**config.mk**
```make
export PLATFORM = sky130hd
export DESIGN_NAME = alu_pipe_flat
export DESIGN_NICKNAME = d
export VERILOG_FILES = /design/src/rtl/alu_pkg.sv /design/src/rtl/alu_pipe_if.sv /design/src/rtl/alu_mul_iter.sv /design/src/rtl/alu_pipe.sv /design/src/flat_wrapper.sv
export SDC_FILE = /design/constraint.sdc
export NUM_CORES = 1
export LEC_CHECK = 0
export BUFFER_PORTS_ARGS = -buffer_cell sky130_fd_sc_hd__buf_2
export CORE_UTILIZATION = 58
export DETAILED_ROUTE_END_ITERATION = 12
export PLACE_DENSITY = 0.9
export SYNTH_ARGS = -nofsm -noshare
export SYNTH_HDL_FRONTEND = slang
export SYNTH_HIERARCHICAL = 1
export SYNTH_SLANG_ARGS = --single-unit
```
**constraint.sdc**
```tcl
create_clock -name clk -period 14.77 [get_ports clk]
set_input_delay 2.954 -clock clk [delete_from_list [all_inputs] [get_ports clk]]
set_output_delay 2.954 -clock clk [all_outputs]
set_load 0.005 [all_outputs]
```
**src/rtl/alu_pkg.sv**
```systemverilog
// Shared types for alu_pipe: opcodes, FSM states and the registered flag bundle.
package alu_pkg;

    typedef enum logic [2:0] {
        OpAdd  = 3'd0,
        OpSub  = 3'd1,
        OpCmp  = 3'd2,
        OpRotr = 3'd3,
        OpRotl = 3'd4,
        OpMul  = 3'd5
    } alu_op_e;

    typedef enum logic [0:0] {
        StIdle = 1'b0,
        StBusy = 1'b1
    } alu_state_e;

    typedef struct packed {
        logic carry;
        logic zero;
        logic gt;
        logic err;
    } alu_flags_t;

endpackage

```
**src/rtl/alu_pipe_if.sv**
```systemverilog
// Valid/ready operation port and result port of alu_pipe.
interface alu_pipe_if #(
    parameter int unsigned WIDTH = 32
);
    logic             in_valid;
    logic             in_ready;
    logic [2:0]       in_op;
    logic [WIDTH-1:0] in_a;
    logic [WIDTH-1:0] in_b;
    logic             out_valid;
    logic             out_ready;
    logic [WIDTH-1:0] out_result;
    logic             out_carry;
    logic             out_zero;
    logic             out_gt;
    logic             out_err;

    modport master (
        output in_valid, in_op, in_a, in_b, out_ready,
        input  in_ready, out_valid, out_result, out_carry, out_zero, out_gt, out_err
    );

    modport slave (
        input  in_valid, in_op, in_a, in_b, out_ready,
        output in_ready, out_valid, out_result, out_carry, out_zero, out_gt, out_err
    );
endinterface

```
**src/rtl/alu_mul_iter.sv**
```systemverilog
// Iterative shift-add multiplier, one partial product per cycle; used only under ALU_PIPE_MUL_EN.
// done/product/overflow are valid combinationally during the final step.
module alu_mul_iter #(
    parameter int unsigned WIDTH = 32
) (
    input  logic             clk,
    input  logic             rst,
    input  logic             start,
    input  logic [WIDTH-1:0] a,
    input  logic [WIDTH-1:0] b,
    output logic             done,
    output logic [WIDTH-1:0] product,
    output logic             overflow
);
    localparam int unsigned CW = $clog2(WIDTH);

    logic [2*WIDTH-1:0] mcand_q;
    logic [WIDTH-1:0]   mplier_q;
    logic [2*WIDTH-1:0] acc_q, acc_d;
    logic [CW-1:0]      cnt_q;
    logic               active_q;

    always_comb begin
        acc_d    = acc_q + (mplier_q[0] ? mcand_q : '0);
        done     = active_q && (cnt_q == CW'(WIDTH - 1));
        product  = acc_d[WIDTH-1:0];
        overflow = |acc_d[2*WIDTH-1:WIDTH];
    end

    always_ff @(posedge clk) begin
        if (rst) begin
            mcand_q  <= '0;
            mplier_q <= '0;
            acc_q    <= '0;
            cnt_q    <= '0;
            active_q <= 1'b0;
        end else if (start) begin
            mcand_q  <= {{WIDTH{1'b0}}, a};
            mplier_q <= b;
            acc_q    <= '0;
            cnt_q    <= '0;
            active_q <= 1'b1;
        end else if (active_q) begin
            acc_q    <= acc_d;
            mcand_q  <= mcand_q << 1;
            mplier_q <= mplier_q >> 1;
            if (done) begin
                active_q <= 1'b0;
                cnt_q    <= '0;
            end else begin
                cnt_q <= cnt_q + 1'b1;
            end
        end
    end
endmodule

```
**src/rtl/alu_pipe.sv**
```systemverilog
// Handshaked add/sub/compare/rotate unit with a registered result and flags.
// Define ALU_PIPE_MUL_EN to add the iterative multiplier (opcode 5) and its BUSY state.
module alu_pipe
    import alu_pkg::*;
#(
    parameter int unsigned WIDTH = 32,
    parameter int unsigned SHW   = $clog2(WIDTH)
) (
    input logic       clk,
    input logic       rst,
    alu_pipe_if.slave bus
);
    logic [WIDTH-1:0]   alu_res;
    alu_flags_t         alu_flags;
    logic [WIDTH:0]     sum;
    logic [SHW-1:0]     sh;
    logic [2*WIDTH-1:0] rot_r, rot_l;
    alu_op_e            op;

    alu_state_e         state_q, state_d;
    logic               out_valid_q, out_valid_d;
    logic [WIDTH-1:0]   res_q, res_d;
    alu_flags_t         flags_q, flags_d;
    logic               accept;

`ifdef ALU_PIPE_MUL_EN
    logic               mul_start;
    logic               mul_done;
    logic               mul_ovf;
    logic [WIDTH-1:0]   mul_prod;

    alu_mul_iter #(.WIDTH(WIDTH)) u_mul (
        .clk      (clk),
        .rst      (rst),
        .start    (mul_start),
        .a        (bus.in_a),
        .b        (bus.in_b),
        .done     (mul_done),
        .product  (mul_prod),
        .overflow (mul_ovf)
    );
`endif

    assign op           = alu_op_e'(bus.in_op);
    assign bus.in_ready = (state_q == StIdle) && (!out_valid_q || bus.out_ready);

    // Single-cycle datapath; rotates are taken from a doubled operand.
    always_comb begin
        alu_res   = '0;
        alu_flags = '0;
        sum       = '0;
        sh        = bus.in_b[SHW-1:0];
        rot_r     = {bus.in_a, bus.in_a} >> sh;
        rot_l     = {bus.in_a, bus.in_a} << sh;
        case (op)
            OpAdd: begin
                sum             = {1'b0, bus.in_a} + {1'b0, bus.in_b};
                alu_res         = sum[WIDTH-1:0];
                alu_flags.carry = sum[WIDTH];
            end
            OpSub: begin
                sum             = {1'b0, bus.in_a} - {1'b0, bus.in_b};
                alu_res         = sum[WIDTH-1:0];
                alu_flags.carry = sum[WIDTH];
            end
            OpCmp: begin
                alu_flags.carry = bus.in_a < bus.in_b;
                alu_flags.gt    = bus.in_a > bus.in_b;
                alu_flags.zero  = bus.in_a == bus.in_b;
            end
            OpRotr:  alu_res = rot_r[WIDTH-1:0];
            OpRotl:  alu_res = rot_l[2*WIDTH-1:WIDTH];
`ifdef ALU_PIPE_MUL_EN
            OpMul:   alu_res = '0;
`endif
            default: alu_flags.err = 1'b1;
        endcase
        if (!alu_flags.err && op != OpCmp) begin
            alu_flags.zero = (alu_res == '0);
        end
    end

    always_comb begin
        state_d     = state_q;
        out_valid_d = out_valid_q && !bus.out_ready;
        res_d       = res_q;
        flags_d     = flags_q;
        accept      = bus.in_valid && bus.in_ready;
`ifdef ALU_PIPE_MUL_EN
        mul_start   = 1'b0;
`endif
        case (state_q)
            StIdle: begin
                if (accept) begin
`ifdef ALU_PIPE_MUL_EN
                    if (op == OpMul) begin
                        mul_start = 1'b1;
                        state_d   = StBusy;
                    end else begin
                        out_valid_d = 1'b1;
                        res_d       = alu_res;
                        flags_d     = alu_flags;
                    end
`else
                    out_valid_d = 1'b1;
                    res_d       = alu_res;
                    flags_d     = alu_flags;
`endif
                end
            end
`ifdef ALU_PIPE_MUL_EN
            StBusy: begin
                // out_valid is already clear here: a MUL is only accepted when the
                // previous result is drained on the same edge.
                if (mul_done) begin
                    out_valid_d   = 1'b1;
                    res_d         = mul_prod;
                    flags_d       = '0;
                    flags_d.carry = mul_ovf;
                    flags_d.zero  = (mul_prod == '0);
                    state_d       = StIdle;
                end
            end
`endif
            default: state_d = StIdle;
        endcase
    end

    always_ff @(posedge clk) begin
        if (rst) begin
            state_q     <= StIdle;
            out_valid_q <= 1'b0;
            res_q       <= '0;
            flags_q     <= '0;
        end else begin
            state_q     <= state_d;
            out_valid_q <= out_valid_d;
            res_q       <= res_d;
            flags_q     <= flags_d;
        end
    end

    assign bus.out_valid  = out_valid_q;
    assign bus.out_result = res_q;
    assign bus.out_carry  = flags_q.carry;
    assign bus.out_zero   = flags_q.zero;
    assign bus.out_gt     = flags_q.gt;
    assign bus.out_err    = flags_q.err;
endmodule

```
**src/flat_wrapper.sv**
```systemverilog
// flat-port wrapper written by rule: the top's interface ports become plain ports
module alu_pipe_flat import alu_pkg::*;
#(
    parameter int unsigned WIDTH = 32,
    parameter int unsigned SHW   = $clog2(WIDTH)
)
  (clk, rst, bus_in_valid, bus_in_op, bus_in_a, bus_in_b, bus_out_ready, bus_in_ready, bus_out_valid, bus_out_result, bus_out_carry, bus_out_zero, bus_out_gt, bus_out_err);
  alu_pipe_if #(.WIDTH(WIDTH)) bus_i ();
  input logic clk;
  input logic rst;
  input wire logic [$bits(bus_i.in_valid)-1:0] bus_in_valid;
  input wire logic [$bits(bus_i.in_op)-1:0] bus_in_op;
  input wire logic [$bits(bus_i.in_a)-1:0] bus_in_a;
  input wire logic [$bits(bus_i.in_b)-1:0] bus_in_b;
  input wire logic [$bits(bus_i.out_ready)-1:0] bus_out_ready;
  output wire logic [$bits(bus_i.in_ready)-1:0] bus_in_ready;
  output wire logic [$bits(bus_i.out_valid)-1:0] bus_out_valid;
  output wire logic [$bits(bus_i.out_result)-1:0] bus_out_result;
  output wire logic [$bits(bus_i.out_carry)-1:0] bus_out_carry;
  output wire logic [$bits(bus_i.out_zero)-1:0] bus_out_zero;
  output wire logic [$bits(bus_i.out_gt)-1:0] bus_out_gt;
  output wire logic [$bits(bus_i.out_err)-1:0] bus_out_err;
  assign bus_i.in_valid = bus_in_valid;
  assign bus_i.in_op = bus_in_op;
  assign bus_i.in_a = bus_in_a;
  assign bus_i.in_b = bus_in_b;
  assign bus_i.out_ready = bus_out_ready;
  assign bus_in_ready = bus_i.in_ready;
  assign bus_out_valid = bus_i.out_valid;
  assign bus_out_result = bus_i.out_result;
  assign bus_out_carry = bus_i.out_carry;
  assign bus_out_zero = bus_i.out_zero;
  assign bus_out_gt = bus_i.out_gt;
  assign bus_out_err = bus_i.out_err;
  alu_pipe #(.WIDTH(WIDTH), .SHW(SHW)) u_core (.clk(clk), .rst(rst), .bus(bus_i));
endmodule
```
After elaboration in Yosys (flattened, before gate mapping)
Cells that the tools add are included.
{"block": "word_totals", "register_bits": 37, "output_inout_bits": 38, "in_bits": 71, "word_cells": 33}
{"block": "classes", "eq_ne": 6, "order_cmp": 2, "muxes": 6, "reduce_logical": 9, "shifts": 2, "addsub": 2}
{"cell": "one-hot mux 32 bit (4 select lines)", "count": 1}
{"cell": "<< shifter 64 x 5 -> 64 bit", "count": 1}
{"cell": ">> shifter 64 x 5 -> 32 bit", "count": 1}
{"cell": "adder 32 x 32 -> 33 bit", "count": 1}
{"cell": "subtractor 32 x 32 -> 33 bit", "count": 1}
{"cell": "== test 32 bit", "count": 1}
{"cell": "greater-than comparator 32 bit", "count": 1}
{"cell": "logical NOT 32 bit", "count": 1}
{"cell": "< comparator 32 bit", "count": 1}
{"cell": "== test 3 x 2 -> 1 bit, second input constant", "count": 2}
{"cell": "OR reduction 5 bit", "count": 1}
{"cell": "== test 3 x 1 -> 1 bit, second input constant", "count": 1}
{"cell": "== test 3 bit, second input constant", "count": 1}
{"cell": "logical AND 1 bit", "count": 3}
{"cell": "logical NOT 3 bit", "count": 1}
{"cell": "two-way mux 1 bit", "count": 3}
{"cell": "inequality test 3 x 2 -> 1 bit, second input constant", "count": 1}
{"cell": "one-hot mux 1 bit (3 select lines)", "count": 1}
{"cell": "logical NOT 1 bit", "count": 2}
{"cell": "two-way mux 2 bit", "count": 1}
{"cell": "logical OR 1 bit", "count": 1}

Longest topological paths before layout
{"block": "depth", "word_depth": 4, "depth_mapped": 17, "depth_no_buf": 14}

Least setup slack after synthesis
OpenSTA, ideal clock, no wires.
{"block": "synth_path", "kind": "input-to-reg", "from": "in bus_in_b[4]", "to": "reg u_core.flags_q (netlist bit u_core/bus.out_zero)", "required_ps": 14711, "stages": 17, "setup_time_ps": 59, "slack_ps": 7840, "arrival_time_ps": 6871, "n_path_buf": 4, "path_cell_list": "clkbuf_1 inv_1 buf_1 clkbuf_1 ha_1 buf_2 nor2_1 o311ai_1 a2111oi_1 nor4_1 nand3b_1 a32oi_1 xor2_1 o21ai_0 or4_1 nor4_2 a41o_1"}
{"block": "synth_via", "elab_chain_len": 4, "word_cells_on_any_way": 9, "classes_between": "add/sub (2); eq/ne (1); shift (2); mux (3); reduce/logical (1)"}
{"element": "from (decl)", "line_no": "flat_wrapper.sv:14", "rtl": "input wire logic [$bits(bus_i.in_b)-1:0] bus_in_b;"}
{"element": "subtractor 32 x 32 -> 33 bit (tied with other cells)", "line_no": "alu_pipe.sv:62", "rtl": "sum = {1'b0, bus.in_a} - {1'b0, bus.in_b};"}
{"element": "one-hot mux 32 bit (4 select lines)", "line_no": "alu_pipe.sv:55", "rtl": "case (op)"}
{"element": "logical NOT 32 bit", "line_no": "alu_pipe.sv:79", "rtl": "alu_flags.zero = (alu_res == '0);"}
{"element": "two-way mux 1 bit (*)", "line_no": "alu_pipe.sv:78", "rtl": "if (!alu_flags.err && op != OpCmp) begin"}
{"element": "to (signal assigned)", "line_no": "alu_pipe.sv:139", "rtl": "flags_q <= flags_d;"}
{"element": "to (decl)", "line_no": "alu_pipe.sv:23", "rtl": "alu_flags_t flags_q, flags_d;"}
Mark *: on every way between the ends. The rest lies on a longest branch, timed or not.
A chain may end at the register's enable or synchronous reset.

Worst setup path in the final report
{"block": "layout_path", "from": "in bus_in_b[1]", "to": "reg u_core.flags_q (netlist bit u_core/bus.out_zero)"}
Same word-level chain as after synthesis.

==> out/results.ini <==
[status]
run_status = complete, no violations

[global_routing]
grt_antenna_before_repair = 0
grt-ovfl-total = 0
grt_first_pass_wirelength_um = 58600
largest_net_degree_at_the_start_of_global_routing = 75
grt_use_total = 0.464
grt_pass1_vias = 9736

[logic_synthesis]
postSynth.asyncResetShare = 0
yosys.cell_types.count = 80
netlist_area_sq_um = 9470
postSynthCellCount = 1246
yosysWarningCount = 6
synth_edf_count = 0
synth.ff_latch_count = 37
yosys_most_used_dff = dfxtp_1
synth_fp_nets = 1384
synth_seq_area_share = 0.0782
avgSynthCellArea_sq_um = 7.60

[sta]
slew_viol_final = 0
grt_setup_unrepaired = false
worst_slack_ns = 7.11
fin_skew_ns = 0.00125
fin_crit_sh = 0.519
hold_violations = 0
slew-limit-headroom = 0.276
final_period_minus_worst_setup_slack_ns = 7.66
fmax_mhz = 131
tightestPinTransition_ns = 1.08
tns_ns = 0
report.final.setup_viol = 0

[clock_tree]
cts.sink_count = 37
cts_resized = 0
insertion_delay_ns = 0.28
post_cts_hold_buffer_count = 0
clock_tree_from_tritoncts = done
maximum_count_of_clock_buffers_along_a_single_path = 2
worst_setup_hold_path_clk_slew_ns = 0.05
cts_setup_buffers = 0
cts_root_buffer = clkbuf_16
cts_htree_levels = 2
numCtsBuffers = 5

[cells_and_area]
design_area_final_sq_um = 10100
area_growth_syn_to_layout_pct = 6.38
finalCoreUtilization = 0.634
final_net_count = 1413
filler_cell_count = 1441
fraction_of_final_layout_cells_sized_beyond_drive_strength_1 = 0.190
antennaDiodeCount = 0

[pwr]
combinationalPowerShare = 0.668
power.share.clock = 0.156
post-layout-total-power_uw = 639
p_sw_uw = 314
netSwitchingFraction = 0.492
cellLeakagePower_nw = 4.28
seq_power_share = 0.176
power_density_nw_per_um2 = 63.5
worst_ir_drop_vdd_v = 0.0000799
internal-power_uw = 325

[floorplan]
initial_utilization = 0.596
pin_count = 109
chipWidth_um = 130
design.core.area_sq_um = 15900
fp.dieH_um = 130
num_rows = 46
design.die.area_sq_um = 16800

[placement]
dp_slack_ns = 7.06
gp_congestion = 1.07
port_buffers = 108
place_hpwl_um = 30400
placed_cell_area_sq_um = 9940

[worst_hold_path]
holdCritPathClass = register to register

[setup_path]
setup.worst_path.start_class = input pin
path_max_fanout = 44
worstPathCellList = buf_2 -> buf_4 -> inv_2 -> ha_1 -> nor2b_1 -> o311ai_1 -> a2111oi_1 -> nor4_1 -> nand3b_1 -> a32oi_1 -> xor2_1 -> o21ai_0 -> or4_1 -> nor4_2 -> a41o_1
worst_stage_delay_on_the_critical_path_ns = 0.94
crit_slowest_cell = a2111oi_1
worstSetupEndpointType = register
worst-endpoint-arrival_ns = 7.88
timing_worst_setup_path_type = input pin to register
worstPathRequired_ns = 14.99

[route]
wire_per_inst_um = 26.4
detail_route.vias_per_cell = 7.37
detail_route.iter0.violations = 1705
finalWirelength_um = 39400
routed-via-count = 10995
route.antenna.remaining_nets = 0
firstDrtPassIters = 6
drc = 0

[run]
max_cap_viol_count = 0

## path summary, 6_finish.rpt
check                             from                   to  slack [ns]  cells after the start
setup / recovery           bus_in_b[1]  u_core/bus.out_zero        7.11                     15
hold / removal      u_core/bus.out_err   u_core/bus.out_err        0.45                      2
setup reg to reg  u_core/bus.out_valid  u_core/bus.out_zero       11.69                     10
hold reg to reg     u_core/bus.out_err   u_core/bus.out_err        0.45                      2
## placed cells by master (no fill, tap or decap), types with 40 or more instances in the layout
| cell type | netlist | final |
|---|---|---|
| a211oi_1 | 40 | 40 |
| a21oi_1 | 79 | 79 |
| buf_2 | 11 | 107 |
| ha_1 | 65 | 65 |
| inv_1 | 58 | 58 |
| mux2i_1 | 62 | 62 |
| mux4_2 | 64 | 64 |
| nand2_1 | 111 | 111 |
| nor2_1 | 155 | 155 |
| o21ai_0 | 50 | 50 |
## cell usage after synthesis (7+ instances only)
cell type	instances	area share
a21oi_1	79	0.042
a211o_1	9	0.0083
inv_1	58	0.023
nor3_1	35	0.018
o21a_1	10	0.0079
nand4_1	11	0.0073
o21bai_1	8	0.0063
o21ai_1	11	0.0058
mux2i_1	62	0.066
xnor2_1	17	0.016
nand3_1	22	0.012
o22ai_1	29	0.019
clkbuf_1	68	0.027
dfxtp_1	37	0.078
nor2_1	155	0.061
or2_2	7	0.0046
o31ai_1	15	0.012
and3_1	8	0.0053
o21ai_0	50	0.026
o211ai_1	15	0.012
buf_1	10	0.0040
o221ai_1	12	0.011
nor4_1	16	0.011
a211oi_1	40	0.032
nand2b_1	9	0.0059
ha_1	65	0.086
nor2b_1	15	0.0099
a31oi_1	8	0.0053
nand2_1	111	0.044
mux4_2	64	0.15
a21o_1	19	0.015
xor2_1	8	0.0074
buf_2	11	0.0058
mux2_2	36	0.043
## stage by stage
step,cells,hold WS (ns)
2_1_floorplan,1246,0.448
3_3_place_gp,1484,0.437
3_5_place_dp,1484,0.451
4_1_cts,1492,0.460
5_1_grt,1492,0.483
6_report,1492,0.455
## critical path: cells and delay by family
kind | cells | cell delay [ns]
AO/OA/AOI/OAI | 5 | 1.72
adder cells (fa/ha/maj) | 1 | 0.47
AND/OR/NAND/NOR | 5 | 1.42
XOR/XNOR | 1 | 0.25
buffers and inverters | 3 | 1.05
## kinds of logic (layout without fill, tap and decap cells)
family,count (synthesis),after routing,synth area share
AO/OA/AOI/OAI,371,371,0.265
XOR/XNOR,25,25,0.0231
adder cells (fa/ha/maj),67,67,0.0901
buffers and inverters,158,188,0.0694
flip-flops,37,37,0.0782
multiplexers,167,167,0.270
AND/OR/NAND/NOR,421,421,0.204
## metal layers
layer | vias to the layer above | track usage | share of wire
met5 | - | 0 | 0
met4 | 0 | 0.168 | 0.041
met3 | 123 | 0.127 | 0.15
met2 | 902 | 0.704 | 0.43
met1 | 5169 | 0.630 | 0.39
li1 | 4801 | - | -
## flip-flops by register name, summed over array words and instances (netlist names)
name and count:
u_core/bus.out_gt 1, u_core/bus.out_err 1, u_core/bus.out_carry 1, u_core/bus.out_valid 1
u_core/bus.out_zero 1, u_core/bus.out_result 32
## layout make-up
cell class	count	area (sq um)	area share
repair buffers	118	618	0.0614
flip-flops and latches	37	741	0.0735
inverters	62	233	0.0231
clock inverters	2	10.0	0.000994
clock buffers	6	129	0.0128
multi-input cells	1051	8070	0.801
well taps	216	270	0.0268
## power groups by stage
stage / registers [mW] / logic (mW) / clock network, mW
after floorplan: 0.115 / 0.275 / 0
after global placement: 0.114 / 0.401 / 0
after detailed placement: 0.115 / 0.403 / 0
after CTS: 0.113 / 0.405 / 0.0994
after global routing: 0.113 / 0.448 / 0.105
final: 0.113 / 0.427 / 0.0998
Power figures use the tool's default switching activity.
